<file path="config.mk">
export PLATFORM = sky130hd
export DESIGN_NAME = text_msg_loader
export DESIGN_NICKNAME = d
export VERILOG_FILES = /design/src/rtl/text_msg_loader.sv
export SDC_FILE = /design/constraint.sdc
export NUM_CORES = 1
export LEC_CHECK = 0
export CAP_MARGIN = 40
export CORE_MARGIN = 5
export CORE_UTILIZATION = 30
export DETAILED_ROUTE_END_ITERATION = 6
export PLACE_DENSITY_LB_ADDON = 0.08
export SLEW_MARGIN = 20
export SYNTH_ARGS = -nofsm -noshare
export SYNTH_HDL_FRONTEND = slang
export SYNTH_SLANG_ARGS = --single-unit
</file>
<file path="constraint.sdc">
create_clock -name clk -period 2.9 [get_ports clk]
set_clock_uncertainty 0.05 [all_clocks]
set_input_delay 0.58 -clock clk [delete_from_list [all_inputs] [get_ports clk]]
set_output_delay 0.58 -clock clk [all_outputs]
set_load 0.005 [all_outputs]
</file>
<file path="src/rtl/text_msg_loader.sv">
// Fills the 16x16 character buffer: loads one ROM message into a row (space-padded after a 0) or blanks it all.
// Latency: load busy MSG_LEN+2 cycles, clear 256; no backpressure, commands arriving while busy are dropped.
module text_msg_loader #(
  parameter int          MSG_LEN    = 16,
  parameter int          N_MSGS     = 8,
  parameter logic [7:0]  SPACE_CODE = 8'h20,
  localparam int         IW         = $clog2(N_MSGS),
  localparam int         AW         = $clog2(N_MSGS * MSG_LEN)
) (
  input  logic          clk,
  input  logic          rst,
  input  logic          req,
  input  logic          clr,
  input  logic [IW-1:0] msg_id,
  input  logic [3:0]    row,
  output logic [AW-1:0] msg_addr,
  input  logic [7:0]    msg_data,
  output logic          wr_en,
  output logic [7:0]    wr_addr,
  output logic [7:0]    wr_data,
  output logic          busy,
  output logic          done
);

  typedef enum logic [1:0] {IDLE, CLEAR, LOAD, FIN} state_t;

  localparam logic [3:0] LAST_COL = 4'(MSG_LEN - 1);

  state_t     state;
  logic [3:0] row_q;
  logic [3:0] rc;
  logic [3:0] wc;
  logic       rd_on;
  logic       rd_vld;
  logic       term;
  logic [7:0] load_char;

  // The terminating zero itself is written as a space, as is everything after it.
  always_comb begin
    load_char = msg_data;
    if (term || msg_data == 8'h00) load_char = SPACE_CODE;
  end

  always_ff @(posedge clk) begin
    if (rst) begin
      state    <= IDLE;
      row_q    <= '0;
      rc       <= '0;
      wc       <= '0;
      rd_on    <= 1'b0;
      rd_vld   <= 1'b0;
      term     <= 1'b0;
      msg_addr <= '0;
      wr_en    <= 1'b0;
      wr_addr  <= '0;
      wr_data  <= '0;
      busy     <= 1'b0;
      done     <= 1'b0;
    end else begin
      done  <= 1'b0;
      wr_en <= 1'b0;
      case (state)
        IDLE: begin
          if (clr) begin
            state   <= CLEAR;
            busy    <= 1'b1;
            wr_en   <= 1'b1;
            wr_addr <= 8'd0;
            wr_data <= SPACE_CODE;
          end else if (req) begin
            state    <= LOAD;
            busy     <= 1'b1;
            row_q    <= row;
            term     <= 1'b0;
            rc       <= 4'd0;
            rd_on    <= 1'b1;
            rd_vld   <= 1'b0;
            msg_addr <= AW'(msg_id) * AW'(MSG_LEN);
          end
        end
        CLEAR: begin
          wr_en   <= 1'b1;
          wr_addr <= wr_addr + 8'd1;
          if (wr_addr == 8'd254) state <= FIN;
        end
        LOAD: begin
          // ROM data lags the address by one cycle, so the write column trails rc.
          rd_vld <= rd_on;
          wc     <= rc;
          if (rd_on) begin
            if (rc == LAST_COL) begin
              rd_on <= 1'b0;
            end else begin
              rc       <= rc + 4'd1;
              msg_addr <= msg_addr + AW'(1);
            end
          end
          if (rd_vld) begin
            wr_en   <= 1'b1;
            wr_addr <= {row_q, wc};
            wr_data <= load_char;
            if (msg_data == 8'h00) term <= 1'b1;
            if (wc == LAST_COL) state <= FIN;
          end
        end
        FIN: begin
          done  <= 1'b1;
          busy  <= 1'b0;
          state <= IDLE;
        end
        default: state <= IDLE;
      endcase
    end
  end

endmodule

</file>
==> results of run 1 <==
registers in the layout, indices dropped and copies added (netlist names), 2 cells and up:
| name | flops |
|---|---|
| state | 2 |
| wc | 4 |
| msg_addr | 7 |
| wr_addr | 8 |
| rc | 4 |
| row_q | 4 |
| wr_data | 8 |
power by group:
| part | leakage [nW] | switching [mW] | total, mW | internal (mW) |
|---|---|---|---|---|
| logic | 0.545 | 0.530 | 0.882 | 0.352 |
| clock network | 0.0515 | 0.208 | 0.426 | 0.218 |
| registers | 0.349 | 0.0757 | 0.741 | 0.666 |
| total | 0.945 | 0.814 | 2.05 | 1.24 |
kinds of logic after synthesis:
kind of cell	after synthesis
flops	43
xor+xnor	3
mux	6
compound gates	74
buf+inv	21
fa+ha+maj	9
simple gates	103
cell usage in the layout (no fill, tap or decap), types with 5 or more instances in the layout:
master	count
a311oi_1	5
a22oi_1	7
nand2_1	32
o21ai_0	10
mux2i_1	6
nand3_1	18
a31oi_1	5
ha_1	9
a21oi_1	24
nor2_1	19
o21ai_1	6
clkdlybuf4s50_1	44
clkbuf_8	7
inv_1	8
dfxtp_1	43
buf_4	6
worst register-to-register path: stages, from the launching register on:
cell,delay [ps]
dfxtp_1,350
inv_1,110
ha_1,450
buf_4,340
o21ai_0,260
a311oi_1,330
a41o_1,130
metrics by stage:
| stage | setup WS, ps | std cells | hold slack (ps) |
|---|---|---|---|
| finish | 828 | 403 | 415 |
| global route | 626 | 403 | 450 |
| CTS | 798 | 403 | 413 |
| detailed placement | 638 | 395 | 402 |
| global placement | 658 | 395 | 396 |
| floorplan | 1240 | 259 | 387 |
metal layers:
metal  part of all wire, %  vias up  GRT usage (%)  wire length [um]
li1                      -     1029              -                 -
met1                    48      934           16.5              2720
met2                    47       31           20.8              2680
met3                   4.1        6           3.79               232
met4                   1.3        0           4.74                75
met5                     0        -              0                 0
final cells by class:
class,instances,share of cell area (%)
clock buffers,8,3.56
inverters,8,1.07
multi-input cells,195,43.2
flip-flops and latches,43,30.6
well taps,99,4.40
repair buffers,50,17.2
worst min path at each step:
| stage | startpoint | end | slack (ps) | cells after the start |
|---|---|---|---|---|
| after CTS | row_q[0]$_SDFFE_PP0P_ | row_q[0]$_SDFFE_PP0P_ | 410 | 2 |
| after detailed placement | row_q[0]$_SDFFE_PP0P_ | row_q[0]$_SDFFE_PP0P_ | 400 | 2 |
| after global routing | row_q[3]$_SDFFE_PP0P_ | row_q[3]$_SDFFE_PP0P_ | 450 | 2 |
| after floorplan | row_q[2]$_SDFFE_PP0P_ | row_q[2]$_SDFFE_PP0P_ | 390 | 2 |
| final | row_q[0]$_SDFFE_PP0P_ | row_q[0]$_SDFFE_PP0P_ | 420 | 2 |
| after global placement | row_q[0]$_SDFFE_PP0P_ | row_q[0]$_SDFFE_PP0P_ | 400 | 2 |
==> flow_summary.json, run 1 <==
{
  "synth_nets": 287,
  "fmax_mhz": 483,
  "synth_xor_area_share_pct": 1.20,
  "critPathBufInv": 2,
  "clockBufferDepth": 2,
  "seqCellArea_um2": 861,
  "period_share_pct": 71.5,
  "worstRegToRegCells": 6,
  "postCtsSetupBuffers": 0,
  "pin_count": 45,
  "clk_pin_slew_ps": 80,
  "min_path_type": "register to register",
  "via_per_inst": 4.96,
  "p_total_mw": 2.05,
  "r2r_end": "state[0]$_SDFFE_PP0P_",
  "cp_top_family": "compound AO/OA/AOI/OAI gates",
  "numPortBuffers": 44,
  "antenna_found_initial": 0,
  "initialDrtViolationCount": 86,
  "synthAdderAreaFrac_pct": 5.13,
  "cp.arrival_ps": 2270,
  "crit_path_end": "state[0]$_SDFFE_PP0P_",
  "start_kind": "register",
  "root_buffer": "clkbuf_8",
  "area_growth_pct": 28.2,
  "drt-total-wl_mm": 5.70,
  "ys_top_cells_by_count": "dfxtp_1 (43), nand2_1 (32), a21oi_1 (24)",
  "cap_violations": 0,
  "fin_setup_tns_ps": 0,
  "path_cells": "inv_1 -> ha_1 -> buf_4 -> o21ai_0 -> a311oi_1 -> a41o_1",
  "synth-seq-area-share_pct": 39.2,
  "grt_pass1_wl_mm": 9.27,
  "vdd_drop_max_mv": 0.211,
  "firstDrtPassIters": 4,
  "synth_cell_types": 50,
  "r2r-start": "state[0]$_SDFFE_PP0P_",
  "grt_pass1_vias": 1870,
  "routabilityCongestion": 0.830,
  "synth_compound_area_share_pct": 22.1,
  "nNetsFinal": 331,
  "critPathCaptureType": "register",
  "die_y_um": 95.6,
  "synthMuxAreaShare_pct": 2.74,
  "wl_per_cell_um": 14.1,
  "path_max_fanout": 20,
  "power_leakage_nw": 0.945,
  "final_util_pct": 39.2,
  "ys.flop_type": "dfxtp_1",
  "post-synth-top-count-cell": "dfxtp_1",
  "rsz0062_at_grt": "no",
  "postCtsResizedCells": 0,
  "synth-simple-area-share_pct": 24.2,
  "drc_errors": 0,
  "fin_crit_ps": 2070,
  "path_class": "register to register",
  "cts_tree": "yes",
  "finalHoldViolCount": 0,
  "hpwl_mm": 4.28,
  "cp.required_ps": 3090,
  "yosysTopAreaCell": "dfxtp_1",
  "cp-startpoint": "state[0]$_SDFFE_PP0P_",
  "clkSinkCount": 43,
  "cp_slowest_stage_delay_ps": 450,
  "cts_buffers": 5,
  "synth_area_um2": 2200,
  "synthTopCellsByArea": "dfxtp_1 (39%), a21oi_1 (5.5%), nand2_1 (5.5%)",
  "yosysTopAreaCellShare_pct": 39.2,
  "fill_cells": 748,
  "ys_async_sr_fraction_pct": 0,
  "cp_slowest_cell": "ha_1",
  "slew_headroom_pct": 62.6,
  "gr-total-overflow": 0,
  "via_count": 2000,
  "multi_input_area_um2": 1210,
  "yosys_warnings": 0,
  "initial_core_util_pct": 30.6,
  "placed_area_um2": 2720,
  "fp.coreArea_um2": 7180,
  "dieArea_um2": 9130,
  "row_count": 31,
  "synth_top_family_by_area": "simple AND/OR/NAND/NOR gates",
  "r2r_slack_ps": 830,
  "htree_levels": 2,
  "tightest_slew_ps": 559,
  "synth_cells": 259,
  "die_width_um": 95.6,
  "synth_edf_count": 0,
  "clock_latency_ps": 290,
  "setup_viol": 0,
  "p_per_area_nw_per_um2": 728,
  "antenna_cells": 0,
  "slew_viol_final": 0,
  "grt_start_max_net_pins": 21,
  "layout-drive-gt1-share_pct": 7.24,
  "antenna_left": 0,
  "status": "finished, final reports clean",
  "hold_buffers": 0,
  "syn_avg_cell_area_um2": 8.48,
  "path_depth": 6,
  "finalInstanceArea_um2": 2820,
  "grt_usage_pct": 13.0,
  "synth-seq-cells": 43
}
(Power assumes the default switching activity.)
==> inputs of run 2 (changes only) <==
==> constraint.sdc (replaced) <==
create_clock -name clk -period 1.8 [get_ports clk]
set_clock_uncertainty 0.05 [all_clocks]
set_input_delay 0.36 -clock clk [delete_from_list [all_inputs] [get_ports clk]]
set_output_delay 0.36 -clock clk [all_outputs]
set_load 0.005 [all_outputs]
==> run 2 against run 1 <==
Net effect: power is 91% higher; worst setup slack worse by 750 ps; clock-buffer cell count shrank 2; via count increased by 4.2%; register-to-register slack worse by 720 ps; sequential power grew 61%; global-route usage up 0.65 points; combinational power increased by 120%; utilization is 3.7 points higher; design area up 9.4%.
==> flow_summary.json, run 2 (synthesized netlist as in run 1, its figures left out) <==
{
  "status": "finished, final reports clean",
  "rsz0062_at_grt": "no",
  "clkSinkCount": 43,
  "drt-total-wl_mm": 6.00,
  "switching_share_pct": 36.7,
  "antenna_found_initial": 0,
  "cts_tree": "yes",
  "clock_latency_ps": 290,
  "nNetsFinal": 356,
  "multi_input_area_um2": 1260,
  "htree_levels": 2,
  "finalHoldViolCount": 0,
  "grt_pass1_vias": 1984,
  "clockBufferDepth": 2,
  "die_width_um": 95.6,
  "clk_pin_slew_ps": 90,
  "slew_viol_final": 0,
  "cts_buffers": 5,
  "p_per_area_nw_per_um2": 1270,
  "antenna_cells": 0,
  "initial_core_util_pct": 30.6,
  "area_growth_pct": 40.2,
  "pwr-share-comb_pct": 49.1,
  "hpwl_mm": 4.51,
  "pre_cts_slack_ps": -168,
  "p_total_mw": 3.91,
  "via_count": 2084,
  "path_max_fanout": 8,
  "power.internal_mw": 2.48,
  "period_share_pct": 95.8,
  "cp_top_family": "buffers and inverters",
  "pin_count": 45,
  "path_cells": "clkdlybuf4s50_1",
  "grt_start_max_net_pins": 22,
  "critPathBufInv": 1,
  "final_common_cell": "clkdlybuf4s50_1",
  "finalWorstSetupSlack_ps": 74.8,
  "cp_slowest_cell": "clkdlybuf4s50_1",
  "numPortBuffers": 44,
  "start_kind": "register",
  "critPathCaptureType": "output port",
  "grt_pass1_wl_mm": 9.86,
  "cp.arrival_ps": 1320,
  "final_util_pct": 42.9,
  "gr-total-overflow": 0,
  "clockPowerShare_pct": 20.4,
  "cap_violations": 0,
  "path_class": "register to output port",
  "root_buffer": "clkbuf_8",
  "fill_cells": 733,
  "seqCellArea_um2": 866,
  "setup_viol": 0,
  "wl_per_cell_um": 14.0,
  "grt_usage_pct": 13.6,
  "initialDrtViolationCount": 88,
  "p_sw_mw": 1.44,
  "cp.required_ps": 1390,
  "tightest_slew_ps": 348,
  "drc_errors": 0,
  "fin_crit_ps": 1730,
  "antenna_left": 0,
  "min_path_type": "register to register",
  "fmax_mhz": 580,
  "cp_slowest_stage_delay_ps": 550,
  "slew_headroom_pct": 76.6,
  "firstDrtPassIters": 5,
  "dieArea_um2": 9130,
  "final_cell_mix": "clkdlybuf4s50_1 (44), dfxtp_1 (41), nand2_1 (32)",
  "row_count": 31,
  "via_per_inst": 4.87,
  "die_y_um": 95.6,
  "layout-drive-gt1-share_pct": 17.9,
  "fp.coreArea_um2": 7180,
  "power_leakage_nw": 1.07,
  "routabilityCongestion": 0.838,
  "reg_top3": "wr_addr x8, wr_data x8, msg_addr x7",
  "p_seq_share_pct": 30.5,
  "vdd_drop_max_mv": 0.423
}
run 2: changes by cell type in the layout (fill, tap and decap cells not counted), sizes merged:
cell	delta
clkbuf	-2
clkinv	+1
bufinv	+1
buf	+25
run 2: final cells by class:
cell class                      count  area share [%]
Multi-Input combinational cell    195            41.1
Inverter                            8           0.975
Clock buffer                        6            2.68
Sequential cell                    43            28.1
Timing Repair Buffer               75            22.0
Clock inverter                      2            1.14
Tap cell                           99            4.02
run 2: through the flow:
step | TNS (ps) | hold WS (ps) | area [um^2] | instances
after global routing | 0 | 437 | 3080 | 428
after global placement | -2460 | 407 | 2900 | 420
final | 0 | 420 | 3080 | 428
after CTS | 0 | 422 | 3040 | 428
after floorplan | 0 | 387 | 2200 | 259
after detailed placement | -2510 | 407 | 2900 | 420
run 2: layer usage:
metal	vias up	GRT usage [%]	wire (um)	share of wire, %
li1	1081	-	-	-
met1	967	18.1	2880	48
met2	32	22.2	2850	48
met3	4	2.92	215	3.6
met4	0	3.91	47	0.78
met5	-	0	0	0
run 2: timing repair:
| item | in CTS | in global routing |
|---|---|---|
| endpoints found under the setup margin | 21 | 28 |
| resized for setup | 6 | 12 |
| pin swaps | 0 | 2 |
| hold buffers | 0 | 0 |
| buffers inserted | 0 | 0 |
run 2: path summary, 6_finish.rpt:
| check | start | end | slack, ps | cells after the start |
|---|---|---|---|---|
| hold / removal | row_q[0]$_SDFFE_PP0P_ | row_q[0]$_SDFFE_PP0P_ | 420 | 2 |
| setup reg to reg | state[1]$_SDFFE_PP0P_ | msg_addr[3]$_SDFFE_PP0P_ | 110 | 7 |
| setup / recovery | wr_addr[3]$_SDFFE_PP0P_ | wr_addr[3] | 70 | 1 |
| hold reg to reg | row_q[0]$_SDFFE_PP0P_ | row_q[0]$_SDFFE_PP0P_ | 420 | 2 |
run 2: power groups by stage:
stage	combinational [mW]	clock, mW	sequential, mW
after floorplan	1.04	0	1.20
after global placement	1.82	0	1.20
after detailed placement	1.81	0	1.19
after CTS	1.85	0.836	1.18
after global routing	2.14	0.870	1.21
final	1.92	0.798	1.19
==> inputs of run 3 (changes only) <==
--- a/config.mk
+++ b/config.mk
@@ -5,9 +5,10 @@
 export SDC_FILE = /design/constraint.sdc
 export NUM_CORES = 1
 export LEC_CHECK = 0
+export ABC_CLOCK_PERIOD_IN_PS = 1800
 export CAP_MARGIN = 40
 export CORE_MARGIN = 5
-export CORE_UTILIZATION = 30
+export CORE_UTILIZATION = 46
 export DETAILED_ROUTE_END_ITERATION = 6
 export PLACE_DENSITY_LB_ADDON = 0.08
 export SLEW_MARGIN = 20
==> run 3 against run 2 <==
Net effect: clock-buffer cell count decreased by 1; final cell count is 9.8% lower; utilization grew 21 points; sequential power barely moved; clock power decreased by 25%; sequential share of layout area increased by 0.68 points; largest cell class unchanged; highest routed layer unchanged.
==> flow_summary.json, run 3 (synthesized netlist as in run 1, its figures left out) <==
{
  "cp_slowest_stage_delay_ps": 550,
  "die_y_um": 79.1,
  "setup_viol": 0,
  "critPathCaptureType": "output port",
  "fin_setup_tns_ps": 0,
  "finalHoldViolCount": 0,
  "fp.coreArea_um2": 4690,
  "holdWs_ps": 409,
  "final_cell_mix": "clkdlybuf4s50_1 (44), dfxtp_1 (41), buf_4 (33)",
  "critPathBufInv": 1,
  "antenna_found_initial": 0,
  "via_count": 2140,
  "area_growth_pct": 36.5,
  "grt_pass1_wl_mm": 9.25,
  "numPortBuffers": 44,
  "cp.arrival_ps": 1300,
  "fmax_mhz": 583,
  "cp_slowest_cell": "clkdlybuf4s50_1",
  "path_class": "register to output port",
  "routabilityCongestion": 0.837,
  "via_per_inst": 5.54,
  "pin_count": 45,
  "dieArea_um2": 6260,
  "drt-total-wl_mm": 5.65,
  "antenna_cells": 0,
  "die_width_um": 79.1,
  "start_kind": "register",
  "htree_levels": 2,
  "initial_core_util_pct": 46.8,
  "slew_headroom_pct": 62.1,
  "power_leakage_nw": 1.08,
  "min_path_type": "register to register",
  "clk_pin_slew_ps": 80,
  "layout-drive-gt1-share_pct": 17.2,
  "clockBufferDepth": 2,
  "slew_viol_final": 0,
  "final_common_cell": "clkdlybuf4s50_1",
  "initialDrtViolationCount": 68,
  "root_buffer": "clkbuf_8",
  "cap_violations": 0,
  "status": "finished, final reports clean",
  "cts_tree": "yes",
  "nNetsFinal": 359,
  "firstDrtPassIters": 4,
  "wl_per_cell_um": 14.6,
  "cp.required_ps": 1390,
  "fin_crit_ps": 1710,
  "path_cells": "clkdlybuf4s50_1",
  "clkSinkCount": 43,
  "cts_buffers": 5,
  "cp_top_family": "buffers and inverters",
  "p_per_area_nw_per_um2": 1240,
  "period_share_pct": 95.2,
  "gr-total-overflow": 0,
  "tightest_slew_ps": 562,
  "antenna_left": 0,
  "clock_latency_ps": 300,
  "grt_start_max_net_pins": 14,
  "path_max_fanout": 7,
  "row_count": 25,
  "grt_pass1_vias": 2062,
  "reg_top3": "wr_addr x8, wr_data x8, msg_addr x7",
  "hpwl_mm": 4.18,
  "fill_cells": 433,
  "vdd_drop_max_mv": 0.694,
  "grt_usage_pct": 18.4,
  "drc_errors": 0
}
## run 3: routing by layer
layer	part of all wire (%)	global-route usage, %	up-vias
li1	-	-	1084
met1	44	22.4	998
met2	50	32.7	54
met3	4.5	4.08	4
met4	0.65	4.64	0
met5	0	0	-
## run 3: through the flow
step | power (mW) | area [um^2] | util, % | instances | setup slack, ps
2_1_floorplan | 2.24 | 2200 | - | 259 | 140
3_3_place_gp | 2.97 | 2850 | 60.8 | 376 | -138
4_1_cts | 3.60 | 2950 | 62.8 | 384 | 33.1
5_1_grt | 3.96 | 3000 | 63.9 | 386 | -1.35
6_report | 3.71 | 3000 | 63.9 | 386 | 85.8
3_5_place_dp | 2.98 | 2850 | 60.8 | 376 | -159
## run 3: power breakdown
group / total (mW) / internal [mW] / switching [mW]
sequential: 1.19 / 1.08 / 0.113
combinational: 1.92 / 0.952 / 0.972
clock: 0.597 / 0.266 / 0.331
## run 3: layout make-up
class                   instances  area (um^2)  share of cell area (%)
multi-input cells             196         1260                    42.2
repair buffers                 77          688                    23.0
flip-flops and latches         43          863                    28.8
well taps                      54         67.6                    2.25
clock buffers                   5         68.8                    2.30
clock inverters                 3         15.0                   0.501
inverters                       8         30.0                    1.00
## run 3: what timing repair did
action                                  CTS  global route
cloned                                    0             1
pin swaps                                 0             2
resized for setup                         2             8
endpoints found under the setup margin   14            24
setup buffers                             0             1
hold buffers                              0             0
hold endpoints to repair                  0             0
## run 3: path summary, 6_finish.rpt
| kind | from | endpoint | slack (ps) | depth (start not counted) |
|---|---|---|---|---|
| hold / removal | row_q[3]$_SDFFE_PP0P_ | row_q[3]$_SDFFE_PP0P_ | 410 | 2 |
| setup reg to reg | state[0]$_SDFFE_PP0P_ | rc[3]$_SDFFE_PP0P_ | 100 | 6 |
| hold reg to reg | row_q[3]$_SDFFE_PP0P_ | row_q[3]$_SDFFE_PP0P_ | 410 | 2 |
| setup / recovery | wr_addr[4]$_SDFFE_PP0P_ | wr_addr[4] | 90 | 1 |
